--- src/rtl/quadrature_generator_if.sv ---
// quadrature_generator_if: command, abort and quadrature output bundle of the encoder emulator.
interface quadrature_generator_if #(
    parameter int CNT_W = 8,
    parameter int POS_W = 4
);
    logic             cmd_valid;
    logic             cmd_dir;
    logic [CNT_W-1:0] cmd_count;
    logic             cmd_ready;
    logic             abort;
    logic             out_a;
    logic             out_b;
    logic             busy;
    logic             done;
    logic [POS_W-1:0] position;

    modport master (
        output cmd_valid, cmd_dir, cmd_count, abort,
        input  cmd_ready, out_a, out_b, busy, done, position
    );

    modport slave (
        input  cmd_valid, cmd_dir, cmd_count, abort,
        output cmd_ready, out_a, out_b, busy, done, position
    );
endinterface

--- src/rtl/quadrature_generator.sv ---
// quadrature_generator: emits N detents of 4-phase Gray code on out_a/out_b at a fixed phase rate.
module quadrature_generator #(
    parameter int PHASE_CYCLES = 1000,
    parameter int CNT_W        = 8,
    parameter int POS_W        = 4
) (
    input  logic                  clk,
    input  logic                  rstn,
    quadrature_generator_if.slave bus
);
    localparam int TW = PHASE_CYCLES > 1 ? $clog2(PHASE_CYCLES) : 1;
    localparam logic [TW-1:0] RELOAD = TW'(PHASE_CYCLES - 1);

    typedef enum logic [1:0] {IDLE, RUN, DONE} state_t;

    state_t           state;
    logic [TW-1:0]    timer;
    logic [1:0]       phase;
    logic [1:0]       nxt_phase;
    logic             dir;
    logic             abort_q;
    logic [CNT_W-1:0] remaining;

    assign nxt_phase = phase + 2'd1;

    always_ff @(posedge clk or negedge rstn) begin
        if (!rstn) begin
            state         <= IDLE;
            timer         <= '0;
            phase         <= '0;
            dir           <= 1'b0;
            abort_q       <= 1'b0;
            remaining     <= '0;
            bus.cmd_ready <= 1'b1;
            bus.busy      <= 1'b0;
            bus.done      <= 1'b0;
            bus.out_a     <= 1'b0;
            bus.out_b     <= 1'b0;
            bus.position  <= '0;
        end else begin
            case (state)
                IDLE: begin
                    abort_q <= 1'b0;
                    if (bus.cmd_valid) begin
                        dir           <= bus.cmd_dir;
                        remaining     <= bus.cmd_count;
                        phase         <= '0;
                        timer         <= RELOAD;
                        bus.cmd_ready <= 1'b0;
                        if (bus.cmd_count == '0) begin
                            state    <= DONE;
                            bus.done <= 1'b1;
                        end else begin
                            state    <= RUN;
                            bus.busy <= 1'b1;
                        end
                    end
                end
                RUN: begin
                    abort_q <= abort_q | bus.abort;
                    if (timer != '0) begin
                        timer <= timer - 1'b1;
                    end else begin
                        timer     <= RELOAD;
                        phase     <= nxt_phase;
                        // CW leads with A, CCW leads with B; phase 0 is always 00
                        bus.out_a <= dir ? nxt_phase[1] : nxt_phase[1] ^ nxt_phase[0];
                        bus.out_b <= dir ? nxt_phase[1] ^ nxt_phase[0] : nxt_phase[1];
                        if (phase == 2'd3) begin
                            bus.position <= dir ? bus.position - POS_W'(1) : bus.position + POS_W'(1);
                            remaining    <= remaining - CNT_W'(1);
                            if (remaining == CNT_W'(1) || abort_q || bus.abort) begin
                                state    <= DONE;
                                bus.busy <= 1'b0;
                                bus.done <= 1'b1;
                            end
                        end
                    end
                end
                DONE: begin
                    state         <= IDLE;
                    abort_q       <= 1'b0;
                    bus.done      <= 1'b0;
                    bus.cmd_ready <= 1'b1;
                end
                default: state <= IDLE;
            endcase
        end
    end
endmodule

--- src/flat_wrapper.sv ---
// flat-port wrapper written by rule: the top's interface ports become plain ports
module quadrature_generator_flat 
#(
    parameter int PHASE_CYCLES = 1000,
    parameter int CNT_W        = 8,
    parameter int POS_W        = 4
)
  (clk, rstn, bus_cmd_valid, bus_cmd_dir, bus_cmd_count, bus_abort, bus_cmd_ready, bus_out_a, bus_out_b, bus_busy, bus_done, bus_position);
  quadrature_generator_if #(.CNT_W(CNT_W), .POS_W(POS_W)) bus_i ();
  input  logic clk;
  input  logic rstn;
  input wire logic [$bits(bus_i.cmd_valid)-1:0] bus_cmd_valid;
  input wire logic [$bits(bus_i.cmd_dir)-1:0] bus_cmd_dir;
  input wire logic [$bits(bus_i.cmd_count)-1:0] bus_cmd_count;
  input wire logic [$bits(bus_i.abort)-1:0] bus_abort;
  output wire logic [$bits(bus_i.cmd_ready)-1:0] bus_cmd_ready;
  output wire logic [$bits(bus_i.out_a)-1:0] bus_out_a;
  output wire logic [$bits(bus_i.out_b)-1:0] bus_out_b;
  output wire logic [$bits(bus_i.busy)-1:0] bus_busy;
  output wire logic [$bits(bus_i.done)-1:0] bus_done;
  output wire logic [$bits(bus_i.position)-1:0] bus_position;
  assign bus_i.cmd_valid = bus_cmd_valid;
  assign bus_i.cmd_dir = bus_cmd_dir;
  assign bus_i.cmd_count = bus_cmd_count;
  assign bus_i.abort = bus_abort;
  assign bus_cmd_ready = bus_i.cmd_ready;
  assign bus_out_a = bus_i.out_a;
  assign bus_out_b = bus_i.out_b;
  assign bus_busy = bus_i.busy;
  assign bus_done = bus_i.done;
  assign bus_position = bus_i.position;
  quadrature_generator #(.PHASE_CYCLES(PHASE_CYCLES), .CNT_W(CNT_W), .POS_W(POS_W)) u_core (.clk(clk), .rstn(rstn), .bus(bus_i));
endmodule
--- config.mk ---
export PLATFORM = sky130hd
export DESIGN_NAME = quadrature_generator_flat
export DESIGN_NICKNAME = d
export VERILOG_FILES = /design/src/rtl/quadrature_generator_if.sv /design/src/rtl/quadrature_generator.sv /design/src/flat_wrapper.sv
export SDC_FILE = /design/constraint.sdc
export NUM_CORES = 1
export LEC_CHECK = 0
export CORE_ASPECT_RATIO = 1.75
export CORE_UTILIZATION = 51
export DETAILED_ROUTE_END_ITERATION = 12
export HOLD_SLACK_MARGIN = 0.15
export PLACE_DENSITY = 0.76
export SLEW_MARGIN = 30
export SYNTH_ARGS = -nofsm -noshare
export SYNTH_HDL_FRONTEND = slang
export SYNTH_SLANG_ARGS = --single-unit
--- constraint.sdc ---
create_clock -name clk -period 2.1 [get_ports clk]
set_input_delay 0.315 -clock clk [delete_from_list [all_inputs] [get_ports clk]]
set_output_delay 0.315 -clock clk [all_outputs]
set_load 0.01 [all_outputs]
* Word level (Yosys, flattened, before mapping) *
Index checks and enable logic that the tools add are counted.

storage, ports and cells
  bits in registers = 33
  input bits = 13
  output and inout bits = 9
  word-level logic and storage cells = 84

operators by class
  $add $sub $neg = 5
  eq/ne operators = 10
  multiplexer cells = 34
  bitwise gates (word level) = 3
  reductions and logical operators = 20

operators by type and width
  operator                                                number
  2-to-1 mux 8 bit                                        3
  2-to-1 mux 10 bit                                       2
  one-hot mux 10 bit (2 select lines)                     1
  one-hot mux 8 bit (2 select lines)                      1
  2-to-1 mux 2 bit                                        7
  2-to-1 mux 1 bit                                        13
  AND reduction 6 bit                                     2
  nonzero test 10 bit                                     1
  subtractor 10 x 1 -> 10 bit (second input constant)     1
  equality test 8 x 1 -> 1 bit (second input constant)    1
  logical NOT 8 bit                                       1
  one-hot mux 2 bit (2 select lines)                      2
  AND reduction 2 bit                                     4
  AND reduction 4 bit                                     2
  subtractor 8 x 1 -> 8 bit (second input constant)       1
  inequality test 2 x 1 -> 1 bit (second input constant)  3
  inequality test 2 bit (second input constant)           3
  one-hot mux 1 bit (2 select lines)                      3
  AND reduction 3 bit                                     2
  nonzero test 2 bit                                      3
  adder 4 x 1 -> 4 bit (second input constant)            1
  equality test 2 bit (second input constant)             2
  2-to-1 mux 4 bit                                        1
  subtractor 4 x 1 -> 4 bit (second input constant)       1
  other kinds (10)                                        11

* Logic depth before layout (Yosys ltp) *
Gate-level depths: netlist (run 1).

  word-level depth = 7
  mapped depth = 8
  depth with buffers taken out = 6

* Worst setup path after synthesis (run 1) *
Ideal clock, no wire load.

  path type = register -> register
  from = register u_core.state[0]
  to = register u_core.remaining[7]
  setup time = 0.082 ns
  data arrival time = 1.868 ns
  required time = 2.018 ns
  path slack = 0.150 ns
  stages on the path, launching flop included = 8
  buffers on the path = 1
  period minus slack after synthesis = 1.950 ns
  cells stage by stage = dfrtp_1 > inv_1 > ha_1 > buf_2 > mux2_2 > nand4_4 > or4_1 > a31oi_1

between the ends
  word-level cells in the longest chain between the ends = 3
  elaborated cells between the ends (all ways) = 8
  classes of those cells = 4 x eq/ne; 1 x mux; 3 x reduce/logical

RTL lines
  item                                                                      RTL line                    RTL
  from (decl)                                                               quadrature_generator.sv:16  state_t state;
  from (signal assigned)                                                    quadrature_generator.sv:28  state <= IDLE;
  from (signal assigned)                                                    quadrature_generator.sv:51  state <= DONE;
  from (signal assigned)                                                    quadrature_generator.sv:54  state <= RUN;
  equality test 2 x 1 -> 1 bit / logical NOT 2 bit (equally long branches)  quadrature_generator.sv:41  case (state)
  inequality test 2 bit (no line) (tied with other cells)                   --
  AND reduction 4 bit (no line)                                             --
  to (signal assigned)                                                      quadrature_generator.sv:46  remaining <= bus.cmd_count;
  to (signal assigned)                                                      quadrature_generator.sv:71  remaining <= remaining - CNT_W'(1);
  to (decl)                                                                 quadrature_generator.sv:22  logic [CNT_W-1:0] remaining;

Parallel ways exist; a longest one is shown, timed or not.
A chain may end at the register's enable or synchronous reset.

* Worst setup path in the final report (run 1) *
  from = register u_core.remaining[1]
  to = register u_core.bus.done

between the ends
  word-level cells in the longest chain between the ends = 5

RTL lines
  item                                      RTL line                       RTL
  equality test 8 x 1 -> 1 bit              quadrature_generator.sv:72     if (remaining == CNT_W'(1) || abort_q || bus.abort) begin
  logical OR 1 bit (2 in a row)             quadrature_generator.sv:72
  inequality test 2 x 1 -> 1 bit (no line)  --
  AND reduction 6 bit (no line)             --
  to (signal assigned)                      quadrature_generator.sv:52     bus.done <= 1'b1;
  to (signal assigned)                      quadrature_generator.sv:75     bus.done <= 1'b1;
  to (signal assigned)                      quadrature_generator.sv:83     bus.done <= 1'b0;
  to (decl)                                 quadrature_generator_if.sv:24  output cmd_ready, out_a, out_b, busy, done, position

Every way passes these cells.

==> flow_results.org, run 1 <==
** Run status
- The run finished with clean final reports.

** Timing
- Finish-stage setup viols :: 0
- Dividing the final minimum period by the clock period gives 0.969.
- Setup repair after global routing could not meet its margin everywhere.
- Worst slack on hold paths :: 0.424 ns
- Timing would allow up to 0.491 GHz.
- On the final layout, the worst clock skew is 0.00786 ns.
- Final number of hold-violating endpoints :: 0
- Slew at the pin closest to its max-slew limit :: 0.542 ns
- The smallest clock period supported by the final layout is computed as 2.03 ns.
- Tightest slew margin relative to the limit :: 0.636
- The max-slew violation total from the final report came to 0.

** Critical path
- Kind of end point of the critical path :: register
- The cell family contributing the most delay on the critical path is compound AO/OA/AOI/OAI gates.
- Biggest fanout along the worst timing path :: 4
- Count of buffer and inverter cells on the critical path :: 1
- Arrival time worst endpoint :: 2.24 ns
- In this design, the stage delay of the slowest critical-path cell is 0.48 ns.
- Library cell contributing the largest single delay on the critical path :: or3b_2
- In this run the critical register-to-register path is launched from u_core.remaining[1]$_DFFE_PN0P_.
- The critical path goes through inv_1, ha_1, or3b_2, o211a_4, a2111oi_4, mux2i_1.
- Setup CP Type :: register to register
- Worst Setup Start Kind :: register
- The most critical setup path has its startpoint at u_core.remaining[1]$_DFFE_PN0P_.
- Worst EP required :: 2.31 ns

** Clock network
- Root buffer selected by CTS :: clkbuf_8
- Reg clk slew, reported paths :: 0.07 ns
- Clock sink total :: 33
- The H-tree was split into 2 levels.
- No sink is reached through more buffers than the 2 on the longest clock path.
- Counting the buffers created by CTS gives 5.
- The number of setup buffers added after CTS is 0.
- TritonCTS built the clock tree.
- The clock reaches the later pin of the worst-skew pair after 0.29 ns.

** Power and ir drop
- Combinational cell fraction of total power :: 0.505
- Switching portion of total power :: 0.400
- The internal power of the cells totals 1.84 mW.
- Leak :: 1.13 nW
- Switching power :: 1.23 mW
- The share of total power dissipated in sequential elements is 0.307.
- Worst IR Drop VDD :: 0.00103 V
- Ratio of total power to cell area :: 1130 nW/µm²
- Part of the power in the clock network :: 0.188

** Floorplan
- Number of rows in the core area :: 30
- The die is 87.7 µm tall.
- In this run the count of I/O pins placed on the die edge is 22.
- The die covers 4470 µm².
- The die is 51.0 µm wide.
- Std-Cell Core Area :: 3940 µm²
- Starting density of the core :: 0.543

** GRT
- For this run, global-route usage on met3 was measured as 0.0469.
- For this run, global-route usage on met2 was measured as 0.463.
- The via count of the first global-routing pass is 1857.
- Total GRT Usage :: 0.261
- After global routing, the most crowded layer is met2.
- Pin count of the biggest net entering global routing :: 34
- First-pass GRT wire length :: 8.53 mm
- The initial antenna violation count is 0.
- Overflow left after global routing :: 0
- For this run, global-route usage on met1 was measured as 0.281.

** Logic synthesis
- The synthesized design contains 0 enable-type register cells.
- In this run the cell area of the synthesized design comes to 2140 µm².
- Synthesis produced a netlist with a net count of 254.
- Number of distinct library cell variants in the gate-level netlist after synthesis :: 53
- The share of the Yosys chip area taken by registers is 0.387.
- YS warnings :: 0
- After synthesis, the share of flip-flops with an asynchronous set or reset is 1.00.
- The share of synthesized area in the top cell type comes to 0.374.
- Averaged over all synthesized cells, the footprint is 9.30 µm².
- Syn Inst Count :: 230
- Top cells by area in the synthesized netlist :: dfrtp_1 (37%), ha_1 (5.8%), nand2_1 (3.9%)
- Most area-hungry cell type in the Yosys netlist :: dfrtp_1
- Yosys reg bits :: 33
- Among all flip-flop cells after synthesis, the most frequent one is dfrtp_1.

** Cells and area
- Summing all non-filler instances in the final layout gives an area of 2710 µm².
- Most frequent cells in the layout :: dfrtp_1 (32), buf_4 (25), nand2_1 (22), clkdlybuf4s50_1 (21), nor2_1 (19)
- Layout cell share with drive strength beyond 1 :: 0.190
- Net count reported at finish :: 298
- 0 antenna diodes ended up in the layout.
- Leaving out fill and tap cells, the most frequent cell in the layout is dfrtp_1.
- Layout fillers :: 326
- From synthesis to final layout, the design area changed by 26.7%.

** Job
- Maxcap violations :: 0

** Drt
- Once detail routing completed, the nets flagged for antenna violations numbered 0.
- Wires add up to 5.23 mm.
- First-pass DRT Iterations :: 4
- After detailed routing, the average wire length per cell comes to 16.2 µm.
- Number of remaining DRC errors :: 0
- After the first detailed-routing iteration, the DRC count stood at 58.
- Across all layers, the routed design uses 1962 vias.
- Via/cell ratio :: 6.09

** Placed design
- Number of port buffers :: 21
- Routability-driven placement finished with a final weighted congestion of 0.848.
- Area after DPL :: 2560 µm²
- After legalization and detailed placement, the total HPWL measured 3.88 mm.

** Worst hold path
- The worst hold path belongs to the class input port to async pin.
## kinds of logic (layout without fill, tap and decap cells)
group,after synthesis,in the layout,synth area share
AND/OR/NAND/NOR,94,94,0.250
AO/OA/AOI/OAI,47,47,0.160
flip-flops,33,33,0.387
buffers and inverters,25,69,0.0462
adder cells (fa/ha/maj),11,11,0.0678
XOR/XNOR,10,10,0.0409
multiplexers,10,10,0.0485
## metal layers
layer / share of wire / vias to the layer above
met5: 0 / -
met1: 0.39 / 957
met2: 0.55 / 50
met3: 0.032 / 17
li1: - / 938
met4: 0.034 / 0
## stage by stage
step	setup WS (ns)	setup TNS, ns	std cells	total power [mW]	utilization
5_1_grt	-0.0181	-0.0203	322	3.28	0.688
3_5_place_dp	0.0102	0	315	2.41	0.649
3_3_place_gp	0.0408	0	315	2.37	0.649
2_1_floorplan	0.150	0	230	1.88	-
4_1_cts	0.0172	0	322	3.00	0.676
6_report	0.0653	0	322	3.07	0.688
## registers in the layout (all words and copies together) (netlist names), 2 cells and up
signal and flops:
u_core.state 2, u_core.timer 10, u_core.remaining 8, u_core.bus.position 4, u_core.phase 2
## layout make-up
class	instances	area (µm²)	share of cell area
multi-input cells	172	1260	0.466
flip-flops and latches	33	827	0.305
repair buffers	46	398	0.147
clock buffers	5	68.8	0.0254
inverters	16	60.1	0.0222
well taps	48	60.1	0.0222
clock inverters	2	35.0	0.0129
## power groups by stage
stage	logic, mW	registers (mW)	clock network, mW
after CTS	1.47	0.937	0.590
after global placement	1.43	0.938	0
after floorplan	0.936	0.947	0
final	1.55	0.942	0.578
after detailed placement	1.46	0.946	0
after global routing	1.70	0.961	0.612
## synth_stat cells, types with 4 or more instances
| master | instances |
|---|---|
| nor4_1 | 6 |
| dfrtp_1 | 32 |
| a31oi_1 | 5 |
| or4_1 | 4 |
| o21ai_0 | 10 |
| nand3_1 | 7 |
| o31ai_1 | 4 |
| nor3_1 | 7 |
| clkbuf_1 | 4 |
| nor2_1 | 19 |
| ha_1 | 10 |
| or3_1 | 4 |
| nand2_1 | 22 |
| a21oi_1 | 4 |
| xnor2_1 | 8 |
| inv_1 | 16 |
| o32ai_1 | 4 |
| mux2i_1 | 7 |
## path summary, 6_finish.rpt
path,end,slack [ns],depth (start not counted)
min in group clk,u_core.abort_q$_DFFE_PN0P_,0.50,1
worst max-delay path,u_core.bus.done$_DFFE_PN0P_,0.07,6
worst min-delay path,u_core.bus.position[2]$_DFFE_PN0P_,0.42,2
worst max register to register,u_core.bus.done$_DFFE_PN0P_,0.07,6
worst min register to register,u_core.abort_q$_DFFE_PN0P_,0.50,1
max in group asynchronous,u_core.bus.cmd_ready$_DFFE_PN1P_,1.32,2
## repair_timing
action                     in CTS  in global routing
resized for setup               0                  8
hold buffers                    0                  0
setup endpoints to repair       0                  6
Note: power is estimated with default switching activity, not from simulation.
==> run 2, diff against run 1 <==
--- a/config.mk
+++ b/config.mk
@@ -5,7 +5,6 @@
 export SDC_FILE = /design/constraint.sdc
 export NUM_CORES = 1
 export LEC_CHECK = 0
-export CORE_ASPECT_RATIO = 1.75
 export CORE_UTILIZATION = 51
 export DETAILED_ROUTE_END_ITERATION = 12
 export HOLD_SLACK_MARGIN = 0.15
==> run 2 against run 1 <==
Compared with the run above:
- worst setup slack gained 0.019 ns
- largest cell class unchanged
- clock-buffer cell count grew 2
- cell count fell by 0.31%
==> flow_results.org, run 2 (synthesis results as in run 1) <==
** Clock network
- Inserted Clock Buffers :: 5 (unchanged)
- CTS tree :: built (unchanged)
- The largest buffer count on any clock path was 2 (unchanged).
- Clock sink total :: 33 (unchanged)
- The root buffer selected by CTS is clkbuf_8 (unchanged).
- Reg clk slew, reported paths :: 0.07 ns (about the same)
- Clock latency of the later-clocked register in the worst-skew pair :: 0.29 ns (about the same)
- The H-tree level count was 2 (unchanged).

** Critical path
- Worst EP required :: 2.31 ns (about the same)
- Arrival time worst endpoint :: 2.22 ns (was 2.24 ns)
- The path type of the worst setup path is register to register (unchanged).
- Kind of end point of the critical path :: register (unchanged)
- The type of origin of the critical path was a register (unchanged).
- The top fanout value on the critical path came to 4 (unchanged).

** GRT
- First-pass GRT wire length :: 7.71 mm (was 8.53 mm)
- Total GRT Usage :: 0.235 (was 0.261)
- Initial antenna violation count :: 0 (unchanged)
- Pin count of the biggest net entering global routing :: 34 (unchanged)
- Overflow left after global routing :: 0 (unchanged)
- The via count of the first global-routing pass came to 1648 (was 1857).

** Timing
- The normalized max-slew margin was 0.677 (was 0.636).
- The time the worst path needs with I/O delays and setup was 2.02 ns (was 2.03 ns).
- The number of endpoints failing setup at the final stage was 0 (unchanged).
- RSZ-0062 raised after global routing :: false (was true)
- Maximum operating frequency :: 0.496 GHz (was 0.491 GHz)
- Number of max-slew violations in the final report :: 0 (unchanged)
- The number of hold-slack violations in the final timing report came to 0 (unchanged).
- Post-route fraction of the period consumed by the critical path :: 0.960 (was 0.969)
- Worst clock skew on the final layout :: 0.00858 ns (was 0.00786 ns)
- The final setup TNS is 0 ns (unchanged).
- The actual slew at the worst max-slew pin was 0.484 ns (was 0.542 ns).

** Drt
- The total number of vias was 1860 (was 1962).
- The number of iterations in the first detailed-routing pass was 4 (unchanged).
- The via count normalized by instance count came to 5.79 (was 6.09).
- Number of remaining DRC errors :: 0 (unchanged)
- Routed len/inst :: 14.8 µm (was 16.2 µm)
- Post-route antenna net violation count :: 0 (unchanged)
- DRT Wirelength :: 4.74 mm (was 5.23 mm)
- Number of violations reported at the end of detailed-routing iteration 0 :: 113 (was 58)

** Power and ir drop
- Worst IR Drop VDD :: 0.000781 V (was 0.00103 V)
- Combinational cell fraction of total power :: 0.500 (was 0.505)
- The total power density per cell area came to 1090 nW/µm² (was 1130 nW/µm²).
- The portion of total power attributed to the clock network came to 0.173 (was 0.188).
- The static leakage power was 1.11 nW (was 1.13 nW).
- Switching power :: 1.16 mW (was 1.23 mW)
- Sequential cell fraction of total power :: 0.328 (was 0.307)
- The internal power came to 1.71 mW (was 1.84 mW).
- The switching share of power is 0.403 (was 0.400).

** Cells and area
- The area added between synthesis and finish came to 23.5% (was 26.7%).
- The largest register by flop count is u_core.timer (unchanged).
- Registers with the most flip-flops :: u_core.timer (10), u_core.remaining (8), u_core.bus.position (4) (unchanged)
- Most frequent cells in the layout: dfrtp_1 (32), nand2_1 (22), buf_4 (22), clkdlybuf4s50_1 (21), nor2_1 (19) (was dfrtp_1 (32), buf_4 (25), nand2_1 (22), clkdlybuf4s50_1 (21), nor2_1 (19)).
- The most common cell after layout, fill and taps aside was dfrtp_1 (unchanged).
- Post-route insts no fill :: 321 (was 322)
- Antenna Diode Count :: 0 (unchanged)
- Net count reported at finish :: 295 (was 298)
- Layout cell share with drive strength beyond 1 :: 0.162 (was 0.190)
- Number of flip-flops in the largest register :: 10 (unchanged)

** Floorplan
- The overall die width is 66.8 µm (was 51.0 µm).
- Std-Cell Core Area :: 4000 µm² (was 3940 µm²)
- Area of the die :: 4460 µm² (was 4470 µm²)
- Height of the die :: 66.8 µm (was 87.7 µm)
- The cell row count was 23 (was 30).
- Boundary Pins :: 22 (unchanged)
- The starting density of the core was 0.535 (was 0.543).

** Run status
- Result of the run :: complete, no violations (unchanged)

** Placed design
- The detailed-placement wirelength estimate was 3.54 mm (was 3.88 mm).
- The global placer's final weighted congestion was 0.867 (was 0.848).
- The total placed cells including tap cells came to 314 (was 315).
- Number of port buffers :: 21 (unchanged)

** Job
- The max-capacitance violation count came to 0 (unchanged).

** Worst hold path
- HP Class :: input port to async pin (unchanged)
run 2: power by group through the flow:
| stage | sequential [mW] | combinational [mW] | clock (mW) |
|---|---|---|---|
| 2_1_floorplan | 0.947 | 0.936 | 0 |
| 3_3_place_gp | 0.944 | 1.37 | 0 |
| 3_5_place_dp | 0.949 | 1.40 | 0 |
| 4_1_cts | 0.940 | 1.41 | 0.510 |
| 5_1_grt | 0.963 | 1.57 | 0.543 |
| 6_report | 0.940 | 1.43 | 0.495 |
run 2: timing repair:
| item | in CTS | in global routing |
|---|---|---|
| hold buffers | 0 | 0 |
| buffers inserted | 0 | 0 |
| gates resized for setup | 0 | 3 |
| setup endpoints to repair | 0 | 4 |
run 2: cell type report:
class	instances	area (µm²)
sequential	33	827
clock buffer	7	86.3
multi-input combinational	172	1230
inverter	16	60.1
tap	50	62.6
fill	321	1360
timing repair buffer	43	375
run 2: per-layer routing:
layer / wire length, µm / up-vias / global-route usage
met4: 79 / 0 / 0.0798
met1: 2220 / 891 / 0.320
met5: 0 / - / 0
li1: - / 924 / -
met3: 214 / 8 / 0.0531
met2: 2230 / 37 / 0.366
run 2: stage by stage:
step | hold WS [ns] | util | setup WS (ns) | total power [mW] | cell area [µm²]
6_report | 0.417 | 0.661 | 0.0846 | 2.87 | 2640
5_1_grt | 0.478 | 0.661 | 0.0124 | 3.08 | 2640
4_1_cts | 0.441 | 0.656 | 0.0386 | 2.85 | 2630
3_5_place_dp | 0.480 | 0.635 | 0.0610 | 2.35 | 2540
3_3_place_gp | 0.474 | 0.635 | 0.0928 | 2.31 | 2540
2_1_floorplan | 0.0194 | - | 0.150 | 1.88 | 2140
run 2: final timing paths:
kind	startpoint	end	slack (ns)	cells past startpoint
setup / recovery	u_core.remaining[1]$_DFFE_PN0P_	u_core.bus.done$_DFFE_PN0P_	0.08	6
hold / removal	rstn	u_core.remaining[6]$_DFFE_PN0P_	0.42	2
setup reg to reg	u_core.remaining[1]$_DFFE_PN0P_	u_core.bus.done$_DFFE_PN0P_	0.08	6
hold reg to reg	u_core.abort_q$_DFFE_PN0P_	u_core.abort_q$_DFFE_PN0P_	0.50	1
max in group asynchronous	rstn	u_core.bus.cmd_ready$_DFFE_PN1P_	1.33	2
min in group clk	u_core.abort_q$_DFFE_PN0P_	u_core.abort_q$_DFFE_PN0P_	0.50	1
run 2: worst max-delay path: stages (launching register included):
cell and delay (ns):
dfrtp_1 0.38, inv_1 0.11, ha_1 0.15, or3b_2 0.45, o211a_1 0.28, a2111oi_4 0.35
mux2i_1 0.22
